[src/rtl/axis_rr_arbiter.sv]
// Packet-granular round-robin arbiter: shares one AXI-Stream output among NUM_SRC sources.
// A grant is held from arbitration until the tlast beat, so packets never interleave.
module axis_rr_arbiter #(
  parameter int NUM_SRC = 4,
  parameter int DATA_W  = 16,
  parameter int IDX_W   = 2
) (
  input  logic                      clk,
  input  logic                      resetn,
  input  logic [NUM_SRC-1:0]        s_tvalid,
  input  logic [NUM_SRC*DATA_W-1:0] s_tdata,
  input  logic [NUM_SRC-1:0]        s_tlast,
  output logic [NUM_SRC-1:0]        s_tready,
  output logic                      m_tvalid,
  output logic [DATA_W-1:0]         m_tdata,
  output logic                      m_tlast,
  input  logic                      m_tready,
  output logic                      grant_valid,
  output logic [IDX_W-1:0]          grant_idx,
  output logic [15:0]               pkt_cnt
);

  typedef enum logic {
    ST_IDLE  = 1'b0,
    ST_GRANT = 1'b1
  } state_e;

  state_e             state_q;
  logic               grant_valid_q;
  logic [IDX_W-1:0]   grant_idx_q;
  logic [IDX_W-1:0]   last_grant_q;
  logic [15:0]        pkt_cnt_q;
  logic [15:0]        pkt_cnt_d;

  logic [DATA_W-1:0]  src_data [NUM_SRC];
  logic [IDX_W-1:0]   cand_idx [NUM_SRC];
  logic [IDX_W-1:0]   sel_idx_d;
  logic               sel_found_d;
  logic               beat_fire;
  logic               pkt_done;

  if (NUM_SRC < 2 || NUM_SRC > 8 || IDX_W != $clog2(NUM_SRC)) begin : g_bad_param
    $error("axis_rr_arbiter: NUM_SRC must be 2..8 and IDX_W must equal clog2(NUM_SRC)");
  end

  // cand_idx[k] is the k-th source in priority order, starting just after the last winner.
  for (genvar gi = 0; gi < NUM_SRC; gi++) begin : g_src
    assign src_data[gi] = s_tdata[gi*DATA_W +: DATA_W];
    assign cand_idx[gi] = IDX_W'((int'(last_grant_q) + gi + 1) % NUM_SRC);
  end

  always_comb begin
    sel_found_d = 1'b0;
    sel_idx_d   = last_grant_q;
    for (int k = 0; k < NUM_SRC; k++) begin
      if (!sel_found_d && s_tvalid[cand_idx[k]]) begin
        sel_found_d = 1'b1;
        sel_idx_d   = cand_idx[k];
      end
    end
  end

  // Pure combinational pass-through of the granted source while in GRANT.
  always_comb begin
    m_tvalid = 1'b0;
    m_tdata  = '0;
    m_tlast  = 1'b0;
    s_tready = '0;
    if (state_q == ST_GRANT) begin
      m_tvalid              = s_tvalid[grant_idx_q];
      m_tdata               = src_data[grant_idx_q];
      m_tlast               = s_tlast[grant_idx_q];
      s_tready[grant_idx_q] = m_tready;
    end
  end

  assign beat_fire = m_tvalid && m_tready;
  assign pkt_done  = beat_fire && m_tlast;
  assign pkt_cnt_d = pkt_cnt_q + 16'd1;

  always_ff @(posedge clk or negedge resetn) begin
    if (!resetn) begin
      state_q       <= ST_IDLE;
      grant_valid_q <= 1'b0;
      grant_idx_q   <= '0;
      last_grant_q  <= IDX_W'(NUM_SRC - 1);
      pkt_cnt_q     <= '0;
    end else begin
      case (state_q)
        ST_IDLE: begin
          if (sel_found_d) begin
            grant_idx_q   <= sel_idx_d;
            grant_valid_q <= 1'b1;
            state_q       <= ST_GRANT;
          end
        end
        ST_GRANT: begin
          if (pkt_done) begin
            last_grant_q  <= grant_idx_q;
            pkt_cnt_q     <= pkt_cnt_d;
            grant_valid_q <= 1'b0;
            state_q       <= ST_IDLE;
          end
        end
        default: begin
          state_q       <= ST_IDLE;
          grant_valid_q <= 1'b0;
        end
      endcase
    end
  end

  assign grant_valid = grant_valid_q;
  assign grant_idx   = grant_idx_q;
  assign pkt_cnt     = pkt_cnt_q;

endmodule

[config.mk]
export PLATFORM = sky130hd
export DESIGN_NAME = axis_rr_arbiter
export DESIGN_NICKNAME = d
export VERILOG_FILES = /design/src/rtl/axis_rr_arbiter.sv
export SDC_FILE = /design/constraint.sdc
export NUM_CORES = 1
export LEC_CHECK = 0
export CAP_MARGIN = 25
export CORE_MARGIN = 2
export CORE_UTILIZATION = 36
export DETAILED_ROUTE_END_ITERATION = 8
export GPL_TIMING_DRIVEN = 0
export PLACE_DENSITY = 0.82
export SLEW_MARGIN = 20
export SYNTH_ARGS = -nofsm -noshare
export SYNTH_HDL_FRONTEND = slang
export SYNTH_SLANG_ARGS = --single-unit
[constraint.sdc]
create_clock -name clk -period 3.8 [get_ports clk]
set_clock_uncertainty 0.2 [all_clocks]
set_input_delay 0.76 -clock clk [delete_from_list [all_inputs] [get_ports clk]]
set_output_delay 0.76 -clock clk [all_outputs]
set_load 0.05 [all_outputs]
==> impl_metrics.tcl <==
set metrics [dict create \
    drc 0 \
    fin_crit_sh_pct 95.7 \
    setup_viol 0 \
    syn_inst 148 \
    critPathArrivalTime_ns 2.68 \
    post_cts_buffers 0 \
    final_max_slew_viol_count 0 \
    drt_pass1_iterations 4 \
    htreeDepth 1 \
    utilization_pct 67.0 \
    grt_use_total_pct 20.8 \
    status "finished clean" \
    antenna_found_initial 0 \
    ys_seq_elements 22 \
    cts_buffer_depth 2 \
    core-area_um2 4380 \
    final_area_um2 2940 \
    yosys.area.top_type_share_pct 30.2 \
    wire_per_inst_um 16.8 \
    fp.dieH_um 71.8 \
    syn_nets 224 \
    synthToLayoutAreaGrowth_pct 77.4 \
    vias_per_cell 5.24 \
    timing.hold.ws_ns 0.251 \
    clock_latency_ns 0.27 \
    drt-total-wl_um 5370 \
    cap_violations 0 \
    portBuffers 115 \
    rsz0062_at_grt "no" \
    synth_area_leaders "dfrtp_1 30%, mux4_2 24%, and2_1 7.2%" \
    cts.sinks 22 \
    period_needed_ns 3.64 \
    cts-resized-gates 0 \
    cp.required_ns 2.84 \
    first_global_vias 1640 \
    synth_top_area_cell "dfrtp_1" \
    layout-drive-gt1-share_pct 13.5 \
    die_x_um 71.8 \
    total_power_w 0.00219 \
    grt_pass1_wl_um 8290 \
    synth_area_um2 1660 \
    clock.fmax_ghz 0.275 \
    syn-mean-instance-area_um2 11.2 \
    grt_max_degree 23 \
    cts-hold-fix-buffers 0 \
    drt-initial-drc-count 36 \
    pin_count 116 \
    tritoncts "yes" \
    worstMarginPinSlew_ns 0.578 \
    tns_ns 0 \
    hold_class "in -> async" \
    critical_path_peak_fanout 6 \
    hold_violations 0 \
    path_clk_slew_ns 0.08 \
    dpl-instance-area_um2 2870 \
    reg2reg_depth 6 \
    synth_cell_types 32 \
    cts_buffers 3 \
    start_util_pct 37.8 \
    critPathLaunchType "input port" \
    cts_root_buf "clkbuf_8" \
    p_leak_nw 1.20 \
    ant_nets 0 \
    gp_congestion 0.846 \
    nFillCells 356 \
    slew_headroom_pct 61.5 \
    hpwl_um 4420 \
    num_vias 1673 \
    powerDensity_nw_per_um2 747 \
    ys_seq_area_share_pct 33.4 \
    fp-row-count 24 \
    die-area_um2 5160 \
    grt_overflow 0 \
    cp-end-kind "primary output" \
    crit_type "in -> out" \
    num-nets-final 344 \
    num_antenna_cells 0 \
    yosys_warnings 0 \
    ir_worst_vdd_mv 0.405 \
]
state kept, by name, indices dropped and copies added (netlist names):
register and count:
pkt_cnt 16, last_grant_q 2, grant_idx 2, state_q 1
grant_valid 1
report_power, final:
group | internal [W] | switching, W
combinational | 0.000675 | 0.000962
sequential | 0.000290 | 0.0000507
clock | 0.000141 | 0.0000756
synthesized netlist by cell type, drive strengths merged:
master,instances
a21o,1
a21oi,2
a22oi,1
and2,19
and3,3
and4,1
buf,6
clkbuf,6
dfrtp,20
dfstp,2
ha,1
inv,2
mux2,1
mux2i,2
mux4,18
nand2,16
nand3,6
nand3b,1
nand4,6
nor2,3
nor3,6
nor3b,2
nor4,5
o21ai,1
o221ai,1
o31ai,1
xnor2,6
xor2,9
kinds of logic (layout without fill, tap and decap cells):
| logic type | count (synthesis) | in the layout | share of synthesized area, % |
|---|---|---|---|
| muxes | 21 | 21 | 26.4 |
| AOI/OAI and AO/OA | 7 | 7 | 2.79 |
| buffers and inverters | 14 | 133 | 5.14 |
| DFF | 22 | 22 | 33.4 |
| and+or+nand+nor | 68 | 68 | 23.6 |
| xor gates and xnor gates | 15 | 15 | 7.93 |
| adders and majority gates | 1 | 1 | 0.755 |
layout make-up:
class                           instances  area [um2]  area share [%]
Tap cell                               52        65.1            2.21
Buffer                                 12        77.6            2.64
Clock buffer                            3        41.3            1.40
Clock inverter                          1        30.0            1.02
Timing Repair Buffer                  115        1150            39.0
Inverter                                2        7.51           0.255
Multi-Input combinational cell        112        1020            34.7
Sequential cell                        22         553            18.8
stage by stage:
step / worst slack (ns) / std cells
floorplan: 0.559 / 148
global placement: 0.159 / 315
detailed placement: 0.151 / 315
CTS: 0.150 / 319
global route: 0.0906 / 319
finish: 0.163 / 319
routing by layer:
layer	vias to the layer above	share of wire, %	track usage [%]
li1	783	-	-
met1	795	41	25.5
met2	85	48	35.7
met3	10	8.6	5.06
met4	0	2.4	7.55
met5	-	0	0
critical path: stages:
cell,delay (ns)
clkdlybuf4s50_1,0.49
mux4_2,0.55
and2_1,0.18
clkdlybuf4s50_1,0.70
path summary, 6_finish.rpt:
check	start	to	slack [ns]
min in group clk	pkt_cnt[15]$_DFFE_PN0P_	pkt_cnt[15]$_DFFE_PN0P_	0.27
max in group asynchronous	resetn	last_grant_q[0]$_DFFE_PN1P_	2.80
max	s_tvalid[3]	m_tvalid	0.16
min	resetn	grant_valid$_DFFE_PN0P_	0.25
min reg2reg	pkt_cnt[15]$_DFFE_PN0P_	pkt_cnt[15]$_DFFE_PN0P_	0.27
max reg2reg	grant_idx[0]$_DFFE_PN0P_	pkt_cnt[10]$_DFFE_PN0P_	1.89
cells in the final DEF, fill, tap and decap left out:
cell type        instances
buf_2                    3
dfstp_2                  2
a21o_1                   1
nor2_1                   3
nand3b_1                 1
a22oi_1                  1
and2_1                  19
mux2_2                   1
nor3_2                   1
and3_1                   3
inv_1                    2
xor2_1                   9
mux2i_1                  2
nand4_1                  4
nor3b_1                  2
clkdlybuf4s50_1        114
clkbuf_8                 3
nand3_2                  1
nand4_2                  2
buf_6                    4
and4_1                   1
ha_1                     1
xnor2_1                  6
nor4_1                   5
a21oi_1                  2
o21ai_0                  1
nor3_1                   5
nand3_1                  5
o221ai_1                 1
nand2_1                 16
dfrtp_1                 20
mux4_2                  18
clkbuf_1                 6
o31ai_1                  1
bufinv_16                1
Power figures use the tool's default switching activity.
